==> src/rtl/multi_row_fetcher_if.sv <==
// Job-control, Avalon-MM read and per-row FIFO write signals of multi_row_fetcher.
// master = the fetcher, slave = memory/FIFO/controller side.
interface multi_row_fetcher_if #(
    parameter int NUM_ROWS       = 9,
    parameter int BYTES_PER_WORD = 8,
    parameter int SEL_W          = 4
);
    localparam int DATA_W = 8 * BYTES_PER_WORD;
    localparam int BIDX_W = (BYTES_PER_WORD > 1) ? $clog2(BYTES_PER_WORD) : 1;

    logic                start;
    logic [31:0]         base_addr;
    logic [31:0]         mem_address;
    logic                mem_read;
    logic [DATA_W-1:0]   mem_readdata;
    logic                mem_readdatavalid;
    logic                mem_waitrequest;
    logic [NUM_ROWS-1:0] fifo_full;
    logic [7:0]          fifo_data;
    logic [SEL_W-1:0]    fifo_sel;
    logic [BIDX_W-1:0]   fifo_byte_idx;
    logic                fifo_wren;
    logic                busy;
    logic                done;

    modport master (
        input  start, base_addr, mem_readdata, mem_readdatavalid, mem_waitrequest, fifo_full,
        output mem_address, mem_read, fifo_data, fifo_sel, fifo_byte_idx, fifo_wren, busy, done
    );

    modport slave (
        output start, base_addr, mem_readdata, mem_readdatavalid, mem_waitrequest, fifo_full,
        input  mem_address, mem_read, fifo_data, fifo_sel, fifo_byte_idx, fifo_wren, busy, done
    );
endinterface

==> src/rtl/multi_row_fetcher.sv <==
// Fetches NUM_ROWS words from base_addr over Avalon-MM and unpacks them byte-wise into per-row FIFOs.
// Optional macro FETCH_PREFETCH_EN adds a second word buffer so the next row is read during unpack.
module multi_row_fetcher #(
    parameter int NUM_ROWS       = 9,
    parameter int BYTES_PER_WORD = 8,
    parameter int SEL_W          = 4
) (
    input  logic                clk,
    input  logic                rst,
    multi_row_fetcher_if.master bus
);
    localparam int DATA_W = 8 * BYTES_PER_WORD;
    localparam int BIDX_W = (BYTES_PER_WORD > 1) ? $clog2(BYTES_PER_WORD) : 1;
    localparam int FULL_W = 1 << SEL_W;
    localparam logic [SEL_W-1:0]  LAST_ROW  = SEL_W'(NUM_ROWS - 1);
    localparam logic [BIDX_W-1:0] LAST_BYTE = BIDX_W'(BYTES_PER_WORD - 1);

    typedef enum logic [2:0] {IDLE, READ_REQ, WAIT_DATA, UNPACK, FETCH_DONE} state_t;

    state_t              r_state, w_state_nxt;
    logic [31:0]         r_base;
    logic [SEL_W-1:0]    r_row;
    logic [BIDX_W-1:0]   r_byte;
    logic [DATA_W-1:0]   r_buf;
    logic [FULL_W-1:0]   w_full_vec;
    logic [31:0]         w_row32;
    logic [7:0]          w_byte;
    logic                w_row_last, w_byte_last, w_emit, w_finish;
`ifdef FETCH_PREFETCH_EN
    logic [DATA_W-1:0]   r_nbuf;
    logic                r_nvld, r_pf_out;
    logic                w_pf_req, w_pf_hit;
`endif

    // Full flags padded to the select range so any row index is a legal lookup.
    always_comb begin
        w_full_vec                = '0;
        w_full_vec[NUM_ROWS-1:0]  = bus.fifo_full;
    end

    assign w_row32     = {{(32-SEL_W){1'b0}}, r_row};
    assign w_byte      = r_buf[{r_byte, 3'b000} +: 8];
    assign w_row_last  = (r_row == LAST_ROW);
    assign w_byte_last = (r_byte == LAST_BYTE);
    assign w_emit      = (r_state == UNPACK) && !w_full_vec[r_row];
    assign w_finish    = w_emit && w_byte_last;

`ifdef FETCH_PREFETCH_EN
    // Next row is requested only when nothing is in flight or parked, capping it at two words.
    assign w_pf_req = (r_state == UNPACK) && !w_row_last && !r_pf_out && !r_nvld;
    assign w_pf_hit = r_pf_out && bus.mem_readdatavalid;
`endif

    always_ff @(posedge clk or posedge rst) begin
        if (rst) r_state <= IDLE;
        else     r_state <= w_state_nxt;
    end

    always_comb begin
        w_state_nxt       = r_state;
        bus.mem_read      = 1'b0;
        bus.mem_address   = '0;
        bus.fifo_wren     = w_emit;
        bus.fifo_data     = '0;
        bus.fifo_sel      = '0;
        bus.fifo_byte_idx = '0;
        bus.busy          = 1'b0;
        bus.done          = 1'b0;
        case (r_state)
            IDLE: begin
                if (bus.start) w_state_nxt = READ_REQ;
            end
            READ_REQ: begin
                bus.busy        = 1'b1;
                bus.mem_read    = 1'b1;
                bus.mem_address = r_base + w_row32;
                if (!bus.mem_waitrequest) w_state_nxt = WAIT_DATA;
            end
            WAIT_DATA: begin
                bus.busy = 1'b1;
                if (bus.mem_readdatavalid) w_state_nxt = UNPACK;
            end
            UNPACK: begin
                bus.busy          = 1'b1;
                bus.fifo_data     = w_byte;
                bus.fifo_sel      = r_row;
                bus.fifo_byte_idx = r_byte;
`ifdef FETCH_PREFETCH_EN
                if (w_pf_req) begin
                    bus.mem_read    = 1'b1;
                    bus.mem_address = r_base + w_row32 + 32'd1;
                end
`endif
                if (w_finish) begin
                    if (w_row_last)
                        w_state_nxt = FETCH_DONE;
`ifdef FETCH_PREFETCH_EN
                    else if (r_nvld || w_pf_hit)
                        w_state_nxt = UNPACK;
                    else if (r_pf_out || (w_pf_req && !bus.mem_waitrequest))
                        w_state_nxt = WAIT_DATA;
`endif
                    else
                        w_state_nxt = READ_REQ;
                end
            end
            FETCH_DONE: begin
                bus.done    = 1'b1;
                w_state_nxt = IDLE;
            end
            default: w_state_nxt = IDLE;
        endcase
    end

    always_ff @(posedge clk or posedge rst) begin
        if (rst) begin
            r_base <= '0;
            r_row  <= '0;
            r_byte <= '0;
            r_buf  <= '0;
        end else begin
            case (r_state)
                IDLE: if (bus.start) begin
                    r_base <= bus.base_addr;
                    r_row  <= '0;
                    r_byte <= '0;
                end
                WAIT_DATA: if (bus.mem_readdatavalid) begin
                    r_buf  <= bus.mem_readdata;
                    r_byte <= '0;
                end
                UNPACK: if (w_emit) begin
                    r_byte <= w_byte_last ? '0 : r_byte + 1'b1;
                    if (w_finish && !w_row_last) begin
                        r_row <= r_row + 1'b1;
`ifdef FETCH_PREFETCH_EN
                        if (r_nvld)        r_buf <= r_nbuf;
                        else if (w_pf_hit) r_buf <= bus.mem_readdata;
`endif
                    end
                end
                default: ;
            endcase
        end
    end

`ifdef FETCH_PREFETCH_EN
    // In-flight/parked prefetch is handed to WAIT_DATA or r_buf at row end, so it always clears there.
    always_ff @(posedge clk or posedge rst) begin
        if (rst) begin
            r_nbuf   <= '0;
            r_nvld   <= 1'b0;
            r_pf_out <= 1'b0;
        end else if (r_state != UNPACK || w_finish) begin
            r_nvld   <= 1'b0;
            r_pf_out <= 1'b0;
        end else if (w_pf_hit) begin
            r_nbuf   <= bus.mem_readdata;
            r_nvld   <= 1'b1;
            r_pf_out <= 1'b0;
        end else if (w_pf_req && !bus.mem_waitrequest) begin
            r_pf_out <= 1'b1;
        end
    end
`endif
endmodule
==> src/flat_wrapper.sv <==
// flat-port wrapper written by rule: the top's interface ports become plain ports
module multi_row_fetcher_flat 
#(
    parameter int NUM_ROWS       = 9,
    parameter int BYTES_PER_WORD = 8,
    parameter int SEL_W          = 4
)
  (clk, rst, bus_start, bus_base_addr, bus_mem_readdata, bus_mem_readdatavalid, bus_mem_waitrequest, bus_fifo_full, bus_mem_address, bus_mem_read, bus_fifo_data, bus_fifo_sel, bus_fifo_byte_idx, bus_fifo_wren, bus_busy, bus_done);
  multi_row_fetcher_if #(.NUM_ROWS(NUM_ROWS), .BYTES_PER_WORD(BYTES_PER_WORD), .SEL_W(SEL_W)) bus_i ();
  input  logic clk;
  input  logic rst;
  input wire logic [$bits(bus_i.start)-1:0] bus_start;
  input wire logic [$bits(bus_i.base_addr)-1:0] bus_base_addr;
  input wire logic [$bits(bus_i.mem_readdata)-1:0] bus_mem_readdata;
  input wire logic [$bits(bus_i.mem_readdatavalid)-1:0] bus_mem_readdatavalid;
  input wire logic [$bits(bus_i.mem_waitrequest)-1:0] bus_mem_waitrequest;
  input wire logic [$bits(bus_i.fifo_full)-1:0] bus_fifo_full;
  output wire logic [$bits(bus_i.mem_address)-1:0] bus_mem_address;
  output wire logic [$bits(bus_i.mem_read)-1:0] bus_mem_read;
  output wire logic [$bits(bus_i.fifo_data)-1:0] bus_fifo_data;
  output wire logic [$bits(bus_i.fifo_sel)-1:0] bus_fifo_sel;
  output wire logic [$bits(bus_i.fifo_byte_idx)-1:0] bus_fifo_byte_idx;
  output wire logic [$bits(bus_i.fifo_wren)-1:0] bus_fifo_wren;
  output wire logic [$bits(bus_i.busy)-1:0] bus_busy;
  output wire logic [$bits(bus_i.done)-1:0] bus_done;
  assign bus_i.start = bus_start;
  assign bus_i.base_addr = bus_base_addr;
  assign bus_i.mem_readdata = bus_mem_readdata;
  assign bus_i.mem_readdatavalid = bus_mem_readdatavalid;
  assign bus_i.mem_waitrequest = bus_mem_waitrequest;
  assign bus_i.fifo_full = bus_fifo_full;
  assign bus_mem_address = bus_i.mem_address;
  assign bus_mem_read = bus_i.mem_read;
  assign bus_fifo_data = bus_i.fifo_data;
  assign bus_fifo_sel = bus_i.fifo_sel;
  assign bus_fifo_byte_idx = bus_i.fifo_byte_idx;
  assign bus_fifo_wren = bus_i.fifo_wren;
  assign bus_busy = bus_i.busy;
  assign bus_done = bus_i.done;
  multi_row_fetcher #(.NUM_ROWS(NUM_ROWS), .BYTES_PER_WORD(BYTES_PER_WORD), .SEL_W(SEL_W)) u_core (.clk(clk), .rst(rst), .bus(bus_i));
endmodule
==> config.mk <==
export PLATFORM = sky130hd
export DESIGN_NAME = multi_row_fetcher_flat
export DESIGN_NICKNAME = d
export VERILOG_FILES = /design/src/rtl/multi_row_fetcher_if.sv /design/src/rtl/multi_row_fetcher.sv /design/src/flat_wrapper.sv
export SDC_FILE = /design/constraint.sdc
export NUM_CORES = 1
export LEC_CHECK = 0
export CORE_UTILIZATION = 44
export DETAILED_ROUTE_END_ITERATION = 12
export MAX_ROUTING_LAYER = met4
export PLACE_DENSITY = 0.78
export RECOVER_POWER = 100
export SYNTH_ARGS = -nofsm -noshare
export SYNTH_HDL_FRONTEND = slang
export SYNTH_SLANG_ARGS = --single-unit
export TNS_END_PERCENT = 10
==> constraint.sdc <==
create_clock -name clk -period 2.9 [get_ports clk]
set_input_delay 0.29 -clock clk [delete_from_list [all_inputs] [get_ports clk]]
set_output_delay 0.29 -clock clk [all_outputs]
set_load 0.01 [all_outputs]
==> run summary <==
total routed wirelength -> 13.6 mm
leakage component of the power -> 0.00330 uW
topmost layer with routed signal wires -> met4
largest net degree at the start of global routing -> 107
dominant cell by count in the synthesized netlist -> dfrtp_1
Final Skew -> 0.00980 ns
met3 routed wirelength -> 988 um
clock insertion delay at the later pin of the skew report -> 0.35 ns
critical path endpoint category -> output pin
share of synthesized area occupied by flip-flops and latches -> 0.474
post-synthesis simple-gate area fraction -> 0.121
TritonCTS buffer count -> 9
multiplexer fraction of the synthesized cell area -> 0.280
Total Die Area -> 0.0132 mm2
combined area of all synthesized cells -> 0.00560 mm2
RSZ-0062 raised after global routing -> true
Avg Vias per Cell -> 5.30
Area growth syn-to-layout -> 39.1%
outcome -> complete, but fails checks
Synth Register Bits -> 106
least setup slack across all paths after layout -> -0.130 ns
share of power burned in combinational logic -> 0.452
post-DR wirelength/cell -> 17.2 um
Critical Path, Cell by Cell -> ha_2, inv_1, fa_2, nor2b_2, o21a_1, nor2_4, nor4_2, xnor2_1, nor2_1, clkdlybuf4s50_1
Clock transition at path regs -> 0.07 ns
chip height -> 115 um
total track usage -> 0.224
number of primary I/O pins -> 161
violation count after the first detailed-route iteration -> 254
part of the power in registers -> 0.363
hold crit path type -> reg -> reg
share of the cycle needed by the critical path after routing -> 1.04
total inserted antenna cells -> 0
Mean Syn Cell Area -> 12.2 um2
yosys warns -> 0
cell chosen for the clock root -> clkbuf_16
worst-margin pin slew -> 1.59 ns
worst endpoint required time -> 2.61 ns
initial cell density of the core -> 0.458
cell internal power dissipation -> 4510 uW
number of rows created at floorplan -> 40
global-route wire length before repair -> 21.8 mm
most area-consuming cells after synthesis -> dfrtp_1 47%, mux2_2 19%, mux4_2 6.8%
post-synthesis async set-or-reset flop share -> 1.00
TritonCTS clock tree -> done
compound-cell area share of the yosys netlist -> 0.0358
delay of the slowest critical-path stage -> 0.54 ns
critical setup path kind -> reg -> out
total count of max-transition violations in the final report -> 65
post-synthesis share of cell area spent on full adders, half adders and majority gates -> 0.0215
power spent charging and discharging nets -> 2260 uW
Die X-Extent -> 115 um
antenna viol nets, final -> 0
headroom to the max-slew limit -> -0.0619
register cell area after layout -> 0.00265 mm2
final cell utilization of the core -> 0.637
number of sinks on the clock net -> 106
count of TritonRoute iterations in the first routing pass -> 4
final critical delay including setup and external delays -> 3.03 ns
switching part of the total power -> 0.334
CP startpoint kind -> flop
vias in the first global route -> 4387
number of vias in the routed layout -> 4208
remaining global-route overflow -> 0
Filler Cell Count -> 995
violated checks -> max-capacitance violations, max-slew violations, negative setup slack
number of nets in the finished design -> 740
area leader, netlist -> dfrtp_1
share of total power in the clock network -> 0.185
GP Congestion -> 0.848
CTS H-tree lvls -> 3
PortBufs -> 160
peak ir drop on the vdd network -> 0.000909 V
CP max stage cell -> clkdlybuf4s50_1
most used standard cells in the synthesized netlist -> 106 x dfrtp_1, 94 x mux2_2, 46 x nor2_1, 23 x xnor2_1, 18 x clkbuf_1
number of antenna violations at the first check in global routing -> 0
length of routed wiring on met1 -> 5.78 mm
Detailed Place HPWL -> 9.74 mm
count of flip-flops with a built-in enable after synthesis -> 0
post-detailed-route DRC marker count -> 0
Post-Place Worst Slack -> -0.204 ns
area of the multi-input gates -> 0.00285 mm2
setup violators final -> 2
largest family of logic cells by synthesized area -> multiplexers
critical-path maximum fanout -> 14
post-synth top area share -> 0.474
Clock Tree Buf Depth -> 2
post-synthesis instance total -> 460
share of cells above drive strength 1 -> 0.264
Synth Area in XOR/XNOR -> 0.0391
max-capacitance violation count -> 1
Post-Synthesis Net Count -> 579
Power per Cell Area -> 871 mW/mm2
Core ar. -> 0.0122 mm2
Synth cell types -> 49
crit path DAT -> 2.74 ns
flip-flop cell with the highest count after synthesis -> dfrtp_1
highest clock rate -> 0.330 GHz
number of hold-slack violations in the final timing report -> 0
Met2 Routed Length -> 6.64 mm
## per-layer routing
metal / global-route usage / vias up
met4: 0.0745 / 0
li1: - / 1970
met2: 0.372 / 149
met1: 0.267 / 2070
met3: 0.0575 / 19
met5: - / -
## worst max-delay path, delay by kind of cell (launching register included)
kind,cells,cell delay (ns)
buffers and inverters,2,0.59
DFF,1,0.37
AOI/OAI and AO/OA,1,0.16
and+or+nand+nor,4,0.62
adders and majority gates,2,0.54
xor gates and xnor gates,1,0.11
## sequential cells by signal, summed over array words and instances, names as in the netlist
register,count
u_core.r_buf,64
u_core.r_base,32
u_core.r_row,4
u_core.r_byte,3
u_core.r_state,3
## cell usage in the layout, fill, tap and decap left out, types with 3 or more instances in the layout
cell / netlist / routed
mux2i_1: 11 / 11
dlygate4sd2_1: 0 / 12
nand3_1: 7 / 7
clkdlybuf4s15_1: 0 / 5
dfrtp_1: 106 / 105
nor4b_1: 3 / 3
clkinvlp_4: 0 / 3
mux2_2: 94 / 94
ha_1: 8 / 7
nand4_1: 5 / 5
clkbuf_16: 0 / 9
clkbuf_2: 0 / 4
or3_1: 4 / 4
nor4_1: 6 / 3
nor4_2: 0 / 3
inv_1: 8 / 7
o21ai_0: 8 / 9
dlymetal6s2s_1: 0 / 8
a21oi_1: 11 / 10
clkdlybuf4s50_1: 0 / 130
nor3_1: 9 / 8
nor3b_2: 0 / 3
and2_1: 8 / 8
dlygate4sd3_1: 0 / 3
nand2_1: 15 / 15
mux4_2: 17 / 17
nor2b_1: 7 / 6
buf_4: 1 / 13
xnor2_1: 23 / 23
nor2_1: 46 / 45
## logic make-up (layout without fill, tap and decap cells)
group                      Yosys count  count (layout)
AOI/OAI and AO/OA                   32              32
xor gates and xnor gates            25              25
adders and majority gates            9               9
buffers and inverters               36             202
DFF                                106             106
muxes                              123             123
and+or+nand+nor                    129             129
## through the flow
stage | power, uW | hold slack, ns | cell area (um2) | TNS [ns] | instances
finish | 6780 | 0.503 | 7780 | -0.173 | 794
global route | 7210 | 0.518 | 7780 | -1.03 | 794
CTS | 6850 | 0.486 | 7770 | -1.31 | 792
detailed placement | 5550 | 0.492 | 7430 | -2.01 | 775
global placement | 5430 | 0.486 | 7430 | -0.836 | 775
floorplan | 4320 | 0.407 | 5600 | 0 | 460
## worst paths after layout
path / startpoint / endpoint / slack [ns] / depth (start not counted)
worst max-delay path: u_core.r_row[0] / bus_mem_address[28] / -0.13 / 10
worst min-delay path: u_core.r_buf[49] / u_core.r_buf[49] / 0.50 / 1
worst max register to register: u_core.r_state[1] / u_core.r_buf[44] / 0.33 / 4
worst min register to register: u_core.r_buf[49] / u_core.r_buf[49] / 0.50 / 1
max in group asynchronous: rst / u_core.r_base[4] / 0.96 / 3
min in group asynchronous: rst / u_core.r_row[0] / 0.93 / 3
## power by group through the flow
stage / logic (uW) / clock network [uW] / registers [uW]
2_1_floorplan: 2020 / 0 / 2300
3_3_place_gp: 2990 / 0 / 2440
3_5_place_dp: 3060 / 0 / 2490
4_1_cts: 3110 / 1280 / 2460
5_1_grt: 3330 / 1340 / 2540
6_report: 3060 / 1250 / 2460
## layout make-up
cell class / count / area share
Timing Repair Buffer: 178 / 0.222
Sequential cell: 106 / 0.341
Tap cell: 168 / 0.0270
Multi-Input combinational cell: 318 / 0.366
Clock inverter: 5 / 0.00804
Clock buffer: 11 / 0.0312
Inverter: 8 / 0.00434
## timing repair
item                                    CTS  global route
buffers inserted                          0             2
hold buffers                              0             0
endpoints found under the setup margin   28            21
cloned                                    1             0
pin swaps                                 1             3
gates resized for setup                  32            24
No activity file was read; power rests on OpenSTA's default activity.
